==> src/rtl/fifo_pkg.sv <==
`default_nettype none
// +----------------------------------------------------------------------+
// | fifo_pkg                                                             |
// | Shared constants and types for the FIFO read-side stream adapter.   |
// | Revision: 1.0                                                        |
// +----------------------------------------------------------------------+
package fifo_pkg;

  // Output buffer depth; two entries cover the 1-cycle FIFO read latency.
  localparam int BUF_DEPTH = 2;

  // Buffer occupancy, 0..BUF_DEPTH.
  typedef logic [1:0] occ_t;

endpackage
`default_nettype wire

==> src/rtl/fifo_rd_stream_if.sv <==
`default_nettype none
// +----------------------------------------------------------------------+
// | fifo_rd_stream_if                                                    |
// | FIFO read port plus valid/ready stream bundle for fifo_rd_stream.   |
// | Revision: 1.0                                                        |
// +----------------------------------------------------------------------+
interface fifo_rd_stream_if #(
  parameter int DW = 32
);

  logic          fifo_empty;
  logic [DW-1:0] fifo_dout;
  logic          fifo_re;
  logic          m_valid;
  logic          m_ready;
  logic [DW-1:0] m_data;

  // Adapter side: drives the FIFO read enable and the stream outputs.
  modport master (
    input  fifo_empty,
    input  fifo_dout,
    input  m_ready,
    output fifo_re,
    output m_valid,
    output m_data
  );

  // Environment side: FIFO plus stream consumer.
  modport slave (
    output fifo_empty,
    output fifo_dout,
    output m_ready,
    input  fifo_re,
    input  m_valid,
    input  m_data
  );

endinterface
`default_nettype wire

==> src/rtl/stream_buf2.sv <==
`default_nettype none
// +----------------------------------------------------------------------+
// | stream_buf2                                                          |
// | Two-entry circular buffer with push/pop/clear and occupancy.        |
// | Revision: 1.0                                                        |
// +----------------------------------------------------------------------+
module stream_buf2
  import fifo_pkg::*;
#(
  parameter int DW = 32
) (
  input  logic          clk,
  input  logic          rst_n,
  input  logic          clear,
  input  logic          push,
  input  logic [DW-1:0] push_data,
  input  logic          pop,
  output occ_t          occ,
  output logic [DW-1:0] head_data
);

  logic [DW-1:0] mem [BUF_DEPTH];
  logic          head;
  logic          tail;

  // Storage and pointers; push and pop in the same cycle both advance,
  // leaving occupancy unchanged. Clear drops all entries at once.
  always_ff @(posedge clk or negedge rst_n) begin
    if (!rst_n) begin
      for (int i = 0; i < BUF_DEPTH; i++) begin
        mem[i] <= '0;
      end
      head <= 1'b0;
      tail <= 1'b0;
      occ  <= '0;
    end else if (clear) begin
      head <= 1'b0;
      tail <= 1'b0;
      occ  <= '0;
    end else begin
      if (push) begin
        mem[tail] <= push_data;
        tail      <= ~tail;
      end
      if (pop) begin
        head <= ~head;
      end
      occ <= occ + occ_t'(push) - occ_t'(pop);
    end
  end

  assign head_data = mem[head];

endmodule
`default_nettype wire

==> src/rtl/fifo_rd_stream.sv <==
`default_nettype none
// +----------------------------------------------------------------------+
// | fifo_rd_stream                                                       |
// | Drains a 1-cycle-latency FIFO onto a valid/ready stream at full     |
// | rate, issuing reads speculatively and tracking the one in flight.   |
// | Revision: 1.0                                                        |
// +----------------------------------------------------------------------+
module fifo_rd_stream
  import fifo_pkg::*;
#(
  parameter int DW = 32,
  parameter int CW = 32
) (
  input  logic                 clk,
  input  logic                 rst_n,
  input  logic                 flush,
  fifo_rd_stream_if.master     bus,
  output logic [CW-1:0]        rd_cnt
);

  occ_t       occ;
  logic       inflight;
  logic       pop;
  logic       push;
  logic [2:0] pending;

  assign pop          = bus.m_valid & bus.m_ready;
  assign bus.m_valid  = (occ != '0);

  // Words that will occupy the buffer after this edge if no new read is
  // issued. Depends on m_ready so a stalled, full buffer can restart
  // reading in the same cycle the consumer takes a word.
  assign pending      = {1'b0, occ} + {2'b00, inflight} - {2'b00, pop};
  assign bus.fifo_re  = rst_n & ~flush & ~bus.fifo_empty & (pending < 3'd2);

  // A word lands on fifo_dout one cycle after its read; a flush in that
  // cycle throws it away.
  assign push         = inflight & ~flush;

  // Remember whether a read was issued, so its data is captured next cycle.
  always_ff @(posedge clk or negedge rst_n) begin
    if (!rst_n) begin
      inflight <= 1'b0;
    end else begin
      inflight <= bus.fifo_re;
    end
  end

  // Delivered-word counter; a handshake during flush still counts.
  always_ff @(posedge clk or negedge rst_n) begin
    if (!rst_n) begin
      rd_cnt <= '0;
    end else if (pop) begin
      rd_cnt <= rd_cnt + 1'b1;
    end
  end

  stream_buf2 #(
    .DW (DW)
  ) u_buf (
    .clk       (clk),
    .rst_n     (rst_n),
    .clear     (flush),
    .push      (push),
    .push_data (bus.fifo_dout),
    .pop       (pop),
    .occ       (occ),
    .head_data (bus.m_data)
  );

endmodule
`default_nettype wire

==> src/flat_wrapper.sv <==
// flat-port wrapper written by rule: the top's interface ports become plain ports
module fifo_rd_stream_flat import fifo_pkg::*;
#(
  parameter int DW = 32,
  parameter int CW = 32
)
  (clk, rst_n, flush, rd_cnt, bus_fifo_empty, bus_fifo_dout, bus_m_ready, bus_fifo_re, bus_m_valid, bus_m_data);
  fifo_rd_stream_if #(.DW(DW)) bus_i ();
  input  logic clk;
  input  logic rst_n;
  input  logic flush;
  output logic [CW-1:0] rd_cnt;
  input wire logic [$bits(bus_i.fifo_empty)-1:0] bus_fifo_empty;
  input wire logic [$bits(bus_i.fifo_dout)-1:0] bus_fifo_dout;
  input wire logic [$bits(bus_i.m_ready)-1:0] bus_m_ready;
  output wire logic [$bits(bus_i.fifo_re)-1:0] bus_fifo_re;
  output wire logic [$bits(bus_i.m_valid)-1:0] bus_m_valid;
  output wire logic [$bits(bus_i.m_data)-1:0] bus_m_data;
  assign bus_i.fifo_empty = bus_fifo_empty;
  assign bus_i.fifo_dout = bus_fifo_dout;
  assign bus_i.m_ready = bus_m_ready;
  assign bus_fifo_re = bus_i.fifo_re;
  assign bus_m_valid = bus_i.m_valid;
  assign bus_m_data = bus_i.m_data;
  fifo_rd_stream #(.DW(DW), .CW(CW)) u_core (.clk(clk), .rst_n(rst_n), .flush(flush), .bus(bus_i), .rd_cnt(rd_cnt));
endmodule
==> config.mk <==
export PLATFORM = sky130hd
export DESIGN_NAME = fifo_rd_stream_flat
export DESIGN_NICKNAME = d
export VERILOG_FILES = /design/src/rtl/fifo_pkg.sv /design/src/rtl/fifo_rd_stream_if.sv /design/src/rtl/stream_buf2.sv /design/src/rtl/fifo_rd_stream.sv /design/src/flat_wrapper.sv
export SDC_FILE = /design/constraint.sdc
export NUM_CORES = 1
export LEC_CHECK = 0
export BUFFER_PORTS_ARGS = -buffer_cell sky130_fd_sc_hd__buf_2
export CAP_MARGIN = 5
export CORE_MARGIN = 2
export CORE_UTILIZATION = 56
export CTS_BUF_LIST = sky130_fd_sc_hd__clkbuf_4
export DETAILED_ROUTE_END_ITERATION = 8
export PLACE_DENSITY = 0.83
export SETUP_SLACK_MARGIN = 0.15
export SLEW_MARGIN = 20
export SYNTH_ARGS = -nofsm -noshare
export SYNTH_HDL_FRONTEND = slang
export SYNTH_SLANG_ARGS = --single-unit
==> constraint.sdc <==
create_clock -name clk -period 2.37 [get_ports clk]
set_input_delay 0 -clock clk [delete_from_list [all_inputs] [get_ports clk]]
set_output_delay 0 -clock clk [all_outputs]
set_load 0.01 [all_outputs]
==> metrics.md <==
| Metric | Value |
|---|---|
| Pwr dens | 953 mW/mm^2 |
| Cell variety after synth | 35 |
| Clk buf depth | 2 |
| Area of the die | 0.00881 sq mm |
| Worst skew pair latency | 430 ps |
| Worst hold path class | input port to register |
| Cell Rows | 32 |
| Flop and latch count out of synthesis | slightly above 100 |
| CTS clk-pin slew, worst paths | approximately 130 ps |
| Status | finished clean |
| Tightest hold margin | 15.6 ps |
| Nets | 526 |
| Initial drt markers | roughly 140 |
| CTS tree | yes |
| Num CTS Buffers | 9 |
| Die height | 93.9 um |
| Max cap viols | 0 |
| Starting Density | 58.2% |
| Largest net degree at the start of global routing | 102 |
| Vias in the first global route | 3158 |
| WHS Path Cells | 4 |
| Worst Hold End | u_core.rd_cnt[0] |
| Synth-to-Final Area Change | 27.8% |
| First-pass GRT wire length | 15100 um |
| Net Sw Frac | between 30% and 40% |
| Ys Warns | 0 |
| CP required | 2370 ps |
| Cell taking the most area after synthesis | dfrtp_1 |
| Post-Route WL | between 9000 and 10000 um |
| Crit Path Class | register to output pin |
| Mapped Area | 0.00452 sq mm |
| Mean Syn Cell Area | 13.5 sq um |
| H-tree levels | 3 |
| Slew HR | 65.0% |
| Worst Setup End Kind | output pin |
| Final Skew | 21.1 ps |
| Drt via density | 5.32 |
| P_int | 3.80 mW |
| Wire per inst | 16.1 um |
| Total GRT Usage | about 22% |
| R2R setup slack | roughly 540 ps |
| CP arrival | 2080 ps |
| Fmax achieved | 0.480 GHz |
| Initial antenna violation count | 0 |
| Hold Violations, Final | 0 |
| CTS Sinks | about 100 |
| Core area | between 0.007 and 0.008 sq mm |
| P_leak | 2.85 nW |
| Final total power | 5.51 mW |
| # fillers | 544 |
| Total global routing overflow | 0 |
| CP max FO | 7 |
| Clock Power Share | 17.6% |
| # IOs | 103 |
| Area contributors post-synth | dfrtp_1, mux2_2, xnor2_1 |
| Crit Reg-Reg Startpoint | u_core.rd_cnt[0] |
| Hold Path Origin | bus_m_ready |
| Final setup fails | 0 |
| Remaining antenna violation count | 0 |
| Syn Nets | 376 |
| Max-slew violations | 0 |
| Sequential Power Share | 46.4% |
| Worst Max-Slew Pin Slew | 525 ps |
| Logic gate share of total power | approximately 36% |
| RSZ-0062 raised after global routing | false |
| Seq/Total Area, Yosys | roughly 56% |
| GP Congestion | ~0.79 |
| Setup_tns | 0 ps |
| Layout cells sized above 1 | around half |
| Min Tclk post-route | 2080 ps |
| DR DRC count | 0 |
| Synth top area share | 55.9% |
| Worst R2R Path Depth | 5 |
| Pre-antenna DRT Iters | 4 |
| Switching pwr | approximately 1.7 mW |
| Buffers on Ports | 102 |
| Post-detail-place hpwl | about 6300 um |
| DR vias | 3149 |
| Critical Path Start Type | register |
| Peak supply drop | slightly below 600 uV |
| DIE WIDTH | 93.9 um |
| Root Driver | clkbuf_4 |
| R2r endpoint | u_core.rd_cnt[20] |
| Crit share post-route | 88.0% |
| Syn Inst Count | 335 |
[Yosys cell counts]
cell / number
and3_1: 2
ha_1: 3
nor4_2: 1
buf_2: 3
nand2_1: 15
fa_1: 1
or2_2: 1
nor4_1: 4
mux2_2: 96
xnor2_1: 24
and4_1: 2
inv_1: 5
buf_6: 1
clkbuf_1: 7
nand4_1: 13
nand3b_1: 1
and4_2: 2
o211ai_1: 1
nand4bb_1: 1
o21ai_2: 1
dfrtp_1: 101
nor2b_1: 1
xor2_1: 13
or4_4: 1
nand3_1: 10
nand2b_1: 1
buf_1: 1
nor2_1: 8
nor3_1: 8
clkinv_1: 1
and2_2: 1
and2_1: 2
o2111ai_1: 1
nand3_2: 1
or3_1: 1
[final cells by class]
cell class	count	area (sq um)	area share, %
diodes	1	2.50	0.0433
clock buffers	9	67.6	1.17
clock inverters	6	88.8	1.54
inverters	6	22.5	0.390
multi-input cells	216	1930	33.4
flip-flops and latches	101	2530	43.8
well taps	102	128	2.21
repair buffers	151	1010	17.5
[registers in the layout, summed over array words and instances (netlist names)]
signal             count
u_core.u_buf.tail      1
u_core.u_buf.occ       2
u_core.rd_cnt         32
u_core.u_buf.mem      64
u_core.u_buf.head      1
u_core.inflight        1
[cells in the final DEF, fill, tap and decap left out, types with 3 or more instances in the layout]
cell and n:
buf_2 101, dfrtp_1 99, mux2_2 96, dlygate4sd3_1 35, xnor2_1 24, nand2_1 15
xor2_1 13, nand4_1 13, buf_4 11, nand3_1 10, clkbuf_4 9, nor3_1 8
nor2_1 7, inv_1 5, nor4_1 4, ha_1 3, buf_12 3
[how the worst max path moves through the flow]
stage / from / to / slack (ps) / cells past startpoint
detailed placement: u_core.u_buf.occ[1] / bus_fifo_re / 550 / 7
global placement: u_core.u_buf.occ[1] / bus_fifo_re / 600 / 7
floorplan: u_core.u_buf.occ[1] / u_core.u_buf.occ[1] / 350 / 9
global route: u_core.u_buf.occ[0] / bus_fifo_re / 160 / 7
finish: u_core.u_buf.occ[0] / bus_fifo_re / 290 / 7
CTS: u_core.u_buf.occ[1] / bus_fifo_re / 170 / 7
[timing repair]
item | in CTS | in global routing
hold endpoints to repair | 170 | 0
hold buffers | 35 | 0
buffers inserted | 2 | 3
gates resized for setup | 2 | 2
endpoints found under the setup margin | 1 | 1
pin swaps | 0 | 2
[metal layers]
metal | share of wire [%] | GRT usage [%]
met4 | 2.0 | 8.94
met1 | 42 | 28.6
met5 | 0 | 0
met2 | 51 | 37.3
met3 | 4.0 | 3.37
[metrics by stage]
step           cell area (sq um)  worst slack, ps  util, %  std cells
2_1_floorplan               4520              352        -        335
3_3_place_gp                5220              602     67.2        536
3_5_place_dp                5220              548     67.2        536
4_1_cts                     5750              175     74.0        588
5_1_grt                     5780              157     74.4        591
6_report                    5780              285     74.4        592
[critical path, stage by stage, from the launching register on]
cell       delay [ps]
dfrtp_2           450
o21ai_4           170
buf_6             140
nor2_1             50
fa_1              490
nand4bb_1          90
nor2_1            130
buf_2             150
[power groups by stage]
stage	registers, mW	clock network, mW	logic [mW]
6_report	2.56	0.969	1.99
5_1_grt	2.62	1.05	2.15
4_1_cts	2.55	0.994	1.97
3_5_place_dp	2.61	0	1.87
3_3_place_gp	2.54	0	1.82
2_1_floorplan	2.49	0	1.26
[cells by family (layout without fill, tap and decap cells)]
family | after synthesis | after routing | synth area share (%)
fa+ha+maj | 4 | 4 | 1.27
flops | 101 | 101 | 55.9
other cells | 0 | 1 | 0
mux | 96 | 96 | 23.9
compound gates | 3 | 3 | 0.553
simple gates | 76 | 76 | 9.51
xor+xnor | 37 | 37 | 7.16
buf+inv | 18 | 172 | 1.74
No activity file was read; power rests on OpenSTA's default activity.
